`src/rtl/cpu_controller.sv`:
```
// Fetch/execute sequencer for the mini CPU: walks an 8-state instruction cycle,
// decodes the latched opcode and drives registered, glitch-free control strobes.
module cpu_controller (
   input  logic       clk,
   input  logic       rst,
   input  logic       ena,
   input  logic [2:0] opcode,
   input  logic       zero,
   output logic       inc_pc,
   output logic       load_pc,
   output logic       load_ir,
   output logic       load_acc,
   output logic       rd,
   output logic       wr,
   output logic       datactl_ena,
   output logic       alu_clk,
   output logic       halt
);

   localparam logic [2:0] HLT  = 3'd0;
   localparam logic [2:0] SKZ  = 3'd1;
   localparam logic [2:0] ADD  = 3'd2;
   localparam logic [2:0] ANDD = 3'd3;
   localparam logic [2:0] XORR = 3'd4;
   localparam logic [2:0] LDA  = 3'd5;
   localparam logic [2:0] STO  = 3'd6;
   localparam logic [2:0] JMP  = 3'd7;

   typedef enum logic [3:0] {
      IDLE   = 4'd0,
      S0     = 4'd1,
      S1     = 4'd2,
      S2     = 4'd3,
      S3     = 4'd4,
      S4     = 4'd5,
      S5     = 4'd6,
      S6     = 4'd7,
      S7     = 4'd8,
      HALTED = 4'd9
   } state_t;

   state_t     state_q, state_d;
   logic [2:0] opc_q, opc_d;
   logic       zero_q, zero_d;
   logic [8:0] out_q, out_d;
   logic       alu_grp_s;

   always_comb begin
      state_d = state_q;
      opc_d   = opc_q;
      zero_d  = zero_q;
      case (state_q)
         IDLE:    begin
            if (ena) state_d = S0;
            else     state_d = IDLE;
         end
         S0:      state_d = S1;
         S1:      state_d = S2;
         S2:      begin
            state_d = S3;
            opc_d   = opcode;
         end
         S3:      begin
            if (opc_q == HLT) state_d = HALTED;
            else              state_d = S4;
         end
         S4:      begin
            state_d = S5;
            zero_d  = zero;
         end
         S5:      state_d = S6;
         S6:      state_d = S7;
         S7:      begin
            if (ena) state_d = S0;
            else     state_d = IDLE;
         end
         HALTED:  state_d = HALTED;
         default: state_d = IDLE;
      endcase
   end

   assign alu_grp_s = (opc_d == ADD) || (opc_d == ANDD) || (opc_d == XORR) || (opc_d == LDA);

   // Outputs are decoded from the state being entered so each register holds for the whole state.
   // Bit order: {inc_pc, load_pc, load_ir, load_acc, rd, wr, datactl_ena, alu_clk, halt}
   always_comb begin
      out_d = 9'b0;
      case (state_d)
         S0:     out_d = 9'b0_0_1_0_1_0_0_0_0;
         S1:     out_d = 9'b1_0_1_0_1_0_0_0_0;
         S3:     out_d = 9'b1_0_0_0_0_0_0_0_0;
         S4:     begin
            if (alu_grp_s)           out_d = 9'b0_0_0_0_1_0_0_0_0;
            else if (opc_d == STO)   out_d = 9'b0_0_0_0_0_0_1_0_0;
            else if (opc_d == JMP)   out_d = 9'b0_1_0_0_0_0_0_0_0;
            else                     out_d = 9'b0;
         end
         S5:     begin
            if (alu_grp_s)                     out_d = 9'b0_0_0_0_1_0_0_1_0;
            else if (opc_d == STO)             out_d = 9'b0_0_0_0_0_1_1_0_0;
            else if ((opc_d == SKZ) && zero_d) out_d = 9'b1_0_0_0_0_0_0_0_0;
            else                               out_d = 9'b0;
         end
         S6:     begin
            if (alu_grp_s)           out_d = 9'b0_0_0_1_0_0_0_0_0;
            else if (opc_d == STO)   out_d = 9'b0_0_0_0_0_0_1_0_0;
            else                     out_d = 9'b0;
         end
         S7:     begin
            if ((opc_d == SKZ) && zero_d) out_d = 9'b1_0_0_0_0_0_0_0_0;
            else                          out_d = 9'b0;
         end
         HALTED: out_d = 9'b0_0_0_0_0_0_0_0_1;
         default: out_d = 9'b0;
      endcase
   end

   always_ff @(posedge clk or posedge rst) begin
      if (rst) begin
         state_q <= IDLE;
         opc_q   <= 3'd0;
         zero_q  <= 1'b0;
         out_q   <= 9'b0;
      end else begin
         state_q <= state_d;
         opc_q   <= opc_d;
         zero_q  <= zero_d;
         out_q   <= out_d;
      end
   end

   assign {inc_pc, load_pc, load_ir, load_acc, rd, wr, datactl_ena, alu_clk, halt} = out_q;

endmodule

```
`config.mk`:
```
export PLATFORM = sky130hd
export DESIGN_NAME = cpu_controller
export DESIGN_NICKNAME = d
export VERILOG_FILES = /design/src/rtl/cpu_controller.sv
export SDC_FILE = /design/constraint.sdc
export NUM_CORES = 1
export LEC_CHECK = 0
export ABC_CLOCK_PERIOD_IN_PS = 2400
export CORE_MARGIN = 1.5
export CORE_UTILIZATION = 49
export DETAILED_ROUTE_END_ITERATION = 10
export PLACE_DENSITY = 0.74
export SYNTH_ARGS = -nofsm -noshare
export SYNTH_HDL_FRONTEND = slang
export SYNTH_SLANG_ARGS = --single-unit
```
`constraint.sdc`:
```
create_clock -name clk -period 2.4 [get_ports clk]
set_clock_uncertainty 0.2 [all_clocks]
set_input_delay 0.36 -clock clk [delete_from_list [all_inputs] [get_ports clk]]
set_output_delay 0.36 -clock clk [all_outputs]
set_load 0.005 [all_outputs]
```
**Word level (Yosys, flattened, before mapping)**

Index checks and enable logic that the tools add are counted.
W data, S select, Z words.

- Bits in registers: 17
- Input bits: 7
- Output and inout port bits: 9
- Word-level logic and storage cells: 49

- Equal/unequal tests: 24
- Multiplexer cells: 14
- Reduce and logical (&&, ||, !) cells: 7

Operator list:

| cell | number |
|---|---|
| $pmux W9 S8 | 1 |
| $pmux W4 S9 | 1 |
| $eq A4 B3 Y1 const B | 8 |
| $mux W9 | 3 |
| $mux W8 | 3 |
| $eq A4 B4 Y1 const B | 4 |
| $eq A3 B3 Y1 const B | 4 |
| $eq A4 B2 Y1 const B | 3 |
| $eq A4 B1 Y1 const B | 2 |
| $eq A3 B2 Y1 const B | 2 |
| $mux W3 | 2 |
| $mux W6 | 1 |
| $logic_not A4 Y1 | 1 |
| $mux W4 | 1 |
| $eq A3 B1 Y1 const B | 1 |
| $logic_not A3 Y1 | 1 |
| $logic_or A1 B1 Y1 | 3 |
| $mux W1 | 2 |
| $reduce_or A2 Y1 | 1 |
| $logic_and A1 B1 Y1 | 1 |

**Logic depth before layout (Yosys ltp)**

- Word-level depth: 8
- Gate-level depth with buffers: 5
- Depth with buffers taken out: 4

**Worst setup path before layout**

OpenSTA, ideal clock, no wires.

- Path type: flip-flop to flip-flop
- From: register state_q[0]
- To: register out_q[7]
- Library setup time: 0.120 ns
- Data arrival time: 1.362 ns
- Required time: 2.080 ns
- Setup slack: 0.717 ns
- Cell stages (with the launch flop): 6
- Path buffers: 1
- Period minus slack after synthesis: 1.683 ns
- Cell sequence: dfrtp_1 buf_6 or4_4 a21oi_2 nor3_1 and4_1

- Elaborated cells on any way between the ends: 36
- Those cells by class: 23 x eq/ne; 8 x mux; 5 x reduce/logical

RTL lines:

| element | RTL line | text |
|---|---|---|
| start, declared | 42 | `state_t state_q, state_d;` |
| start signal, assigned | 125 | `state_q <= state_d;` |
| $eq A4 B4 Y1 / $logic_not A4 Y1 (equally long branches) | 52 | `case (state_q)` |
| $reduce_or A2 Y1 (no line) | - |  |
| $pmux W4 S9 (*) | 52 |  |
| via state_d[2] | 42 |  |
| $eq A4 B4 Y1 (tied with other cells) | 88 | `case (state_d)` |
| $pmux W9 S8 (*) | 88 |  |
| via out_d[7] | 45 | `logic [8:0] out_q, out_d;` |
| end signal, assigned | 128 | `out_q <= out_d;` |
| end, declared | 45 |  |

Mark *: on every way through the listed nets, which the timed path passes. The rest lies on a longest branch.

**Worst setup path in the final report**

- From: register state_q[1]
- To: register out_q[2]

- Cells in the longest elaborated chain, start to end: 8
- Elaborated cells on any way between the ends: 36
- Those cells by class: 22 x eq/ne; 9 x mux; 5 x reduce/logical

Ends and longest elaborated chain:

| element | RTL line | text |
|---|---|---|
| $eq A4 B2 Y1 (*) | 52 |  |
| $mux W3 (*) | 52 |  |
| via opc_d[0] | 43 | `logic [2:0] opc_q, opc_d;` |
| $eq A3 B2 Y1 | 82 | `assign alu_grp_s = (opc_d == ADD) \|\| (opc_d == ANDD) \|\| (opc_d == XORR) \|\| (opc_d == LDA);` |
| $logic_or A1 B1 Y1 (3 in a row) | 82 |  |
| $mux W6 (tied with other cells) | 105 | `if (alu_grp_s) out_d = 9'b0_0_0_1_0_0_0_0_0;` |
| $pmux W9 S8 (*) | 88 |  |
| via out_d[2] | 45 |  |

Marks and branches as above.

==> impl_metrics.py <==
metrics = {
    "worst_setup_path": {
        "worstSetupEndpointType": "flip-flop",
        "required_ns": 2.40,
        "worstPathMaxFanout": 14,
        "cp.arrival_ns": 1.96,
        "cp-start-kind": "flip-flop",
        "crit_type": "flip-flop to flip-flop",
    },
    "synthesis": {
        "synth_top_area_frac": 0.529,
        "synthXorXnorAreaFrac": 0.0218,
        "synth_cell_types": 32,
        "yosys_warnings": 0,
        "synth_nets": 77,
        "synth_top_family_by_area": "simple AND/OR/NAND/NOR gates",
        "synth_fa_ha_area_frac": 0,
        "yosys.area_share.simple": 0.255,
        "synthMuxAreaShare": 0.0560,
        "ys_ff_latch": 17,
        "netlist_area_um2": 805,
        "ys_top_cells_by_area": "dfrtp_1, mux2_2, o21ai_0",
        "syn_area_per_cell_um2": 11.5,
        "synth_seq_area_share": 0.529,
        "synth_compound_area_frac": 0.0762,
        "yosysTopAreaCell": "dfrtp_1",
        "syn_inst": 70,
    },
    "clock_tree": {
        "cts_max_level": 1,
        "clock_path_buffers": 2,
        "cts_buffers": 3,
        "cts_tree": "yes",
        "cts.clk_slew.worst_paths_ns": 0.09,
        "clkLatencyLatePin_ns": 0.29,
        "postCtsResizedCells": 0,
        "clock-sinks": 17,
        "hold_buffers": 0,
        "post_cts_buffers": 0,
        "cts-root-buf": "clkbuf_4",
    },
    "grt": {
        "grt_pass1_vias": 527,
        "grt_max_degree": 18,
        "grt-ovfl-total": 0,
        "antenna_found_initial": 0,
        "track_usage": 0.169,
        "grt_pass1_wl_mm": 2.25,
    },
    "pwr": {
        "switching_power_mw": 0.437,
        "clkPwrFrac": 0.128,
        "internal_power_mw": 0.748,
        "powerDensity_nw_per_um2": 1230,
        "seq_power_share": 0.437,
        "p_comb_frac": 0.435,
        "leakagePower_nw": 0.417,
        "sw_frac_of_total": 0.369,
        "total_power_mw": 1.19,
        "ir_drop_mv": 0.630,
    },
    "final_layout": {
        "n_fill_cell": 122,
        "layout-drive-gt1-share": 0.153,
        "seqCellArea_um2": 425,
        "n_antenna_cell": 0,
        "syn_to_final_growth_pct": 20.1,
        "fin_nets": 93,
        "multiInputGateArea_um2": 329,
    },
    "detailed_routing": {
        "wl_per_cell_um": 13.1,
        "drtPass1Iterations": 2,
        "wl_mm": 1.32,
        "vias_per_cell": 5.67,
        "num_vias": 573,
        "drt_iter0_markers": 6,
        "remaining_drc_errors": 0,
        "ant_nets": 0,
    },
    "timing": {
        "setup_tns_ns": 0,
        "clock.fmax_mhz": 511,
        "hold_viol": 0,
        "max_slew_margin": 0.596,
        "setup_violations": 0,
        "finalCritPeriodShare": 0.815,
        "finalMaxSlewViolations": 0,
        "period_minus_slack_ns": 1.96,
        "rsz0062_at_grt": "false",
        "tightest_slew_ns": 0.605,
    },
    "floorplanning": {
        "die_w_um": 43.5,
        "dieArea_um2": 1890,
        "die_height_um": 43.5,
        "core_um2": 1520,
        "rows": 14,
        "ios": 16,
        "initial_utilization": 0.528,
    },
    "worst_hold_path": {
        "hold_path.class": "input port to asynchronous set/reset pin",
    },
    "outcome": {
        "status": "finished, final reports clean",
    },
    "place": {
        "hpwl_um": 960,
        "io_buffers": 15,
        "gp_congestion": 0.763,
    },
    "run": {
        "maxCapViolCount": 0,
    },
}
## cell families after synthesis
| group | count (synthesis) |
|---|---|
| and+or+nand+nor | 29 |
| DFF | 17 |
| AOI/OAI and AO/OA | 11 |
| buffers and inverters | 7 |
| muxes | 4 |
| xor gates and xnor gates | 2 |
## cells in the final DEF (no fill, tap or decap)
cell type / netlist / final
xnor2_1: 1 / 1
nor2_1: 5 / 5
clkbuf_4: 0 / 3
nor3_1: 1 / 1
and4bb_2: 1 / 1
clkdlybuf4s50_1: 0 / 15
inv_1: 2 / 2
and4_1: 1 / 1
nor2b_1: 2 / 2
nand2b_1: 1 / 1
clkbuf_1: 0 / 1
nor4bb_1: 1 / 1
nor3b_1: 1 / 1
nor4b_1: 2 / 2
xor2_1: 1 / 1
and3b_1: 1 / 1
o21ai_0: 5 / 5
buf_4: 2 / 1
nand2_1: 3 / 3
nor4_2: 1 / 1
and4bb_1: 1 / 1
or4_4: 1 / 1
nand3b_1: 1 / 1
a21oi_2: 1 / 1
or2b_1: 1 / 1
nand3_1: 2 / 2
a21o_1: 1 / 1
dfrtp_1: 17 / 17
and3_1: 1 / 1
or4_1: 1 / 1
and3_4: 1 / 1
mux2_2: 4 / 4
a21oi_1: 4 / 4
## cell type report
type,instances,area share
flip-flops and latches,17,0.440
repair buffers,16,0.163
multi-input cells,46,0.341
inverters,2,0.00777
well taps,16,0.0207
clock buffers,4,0.0272
## worst max-delay path, stage by stage, from the launching register on
cell and delay, ns:
dfrtp_1 0.61, and4bb_1 0.40, mux2_2 0.40, nor4bb_1 0.25
## Yosys cell counts, drive strengths merged
library cell / count
nor4: 1
or4: 2
nor4bb: 1
nand3: 2
a21oi: 5
inv: 2
and4: 1
nor3: 1
nand2b: 1
nand2: 3
nand3b: 1
mux2: 4
nor2b: 2
o21ai: 5
nor4b: 2
or2b: 1
and3: 2
xor2: 1
dfrtp: 17
buf: 5
a21o: 1
xnor2: 1
and3b: 1
and4bb: 2
nor3b: 1
nor2: 5
## registers in the layout, summed over array words and instances, names as in the netlist
name,cells
opc_q,3
zero_q,1
state_q,4
out_q,9
## routing by layer
metal | part of all wire | GRT usage | routed length (µm) | vias up
met4 | 0.032 | 0.121 | 42 | 0
li1 | - | - | - | 277
met1 | 0.45 | 0.210 | 601 | 278
met5 | 0 | 0 | 0 | -
met2 | 0.47 | 0.248 | 621 | 13
met3 | 0.043 | 0.0542 | 57 | 5
## metrics by stage
stage          cell area, µm²  utilization  hold WS [ns]  std cells  worst slack, ns
2_1_floorplan             805            -        0.0861         70            0.717
3_3_place_gp              940        0.617         0.281         97            0.422
3_5_place_dp              940        0.617         0.285         97            0.385
4_1_cts                   966        0.634         0.266        101            0.444
5_1_grt                   966        0.634         0.321        101            0.347
6_report                  966        0.634         0.230        101            0.443
## power by group through the flow
stage	sequential (mW)	clock, mW	combinational, mW
2_1_floorplan	0.458	0	0.464
3_3_place_gp	0.521	0	0.509
3_5_place_dp	0.525	0	0.512
4_1_cts	0.518	0.154	0.519
5_1_grt	0.537	0.170	0.578
6_report	0.517	0.152	0.516
## final timing paths
kind	from	end	slack [ns]	cells after the start
max reg2reg	state_q[1]	out_q[2]	0.44	3
max in group asynchronous	rst	opc_q[2]	1.38	2
min in group clk	zero_q	zero_q	0.31	1
min	rst	state_q[1]	0.23	2
max	state_q[1]	out_q[2]	0.44	3
min reg2reg	zero_q	zero_q	0.31	1
No activity file was read; power rests on OpenSTA's default activity.
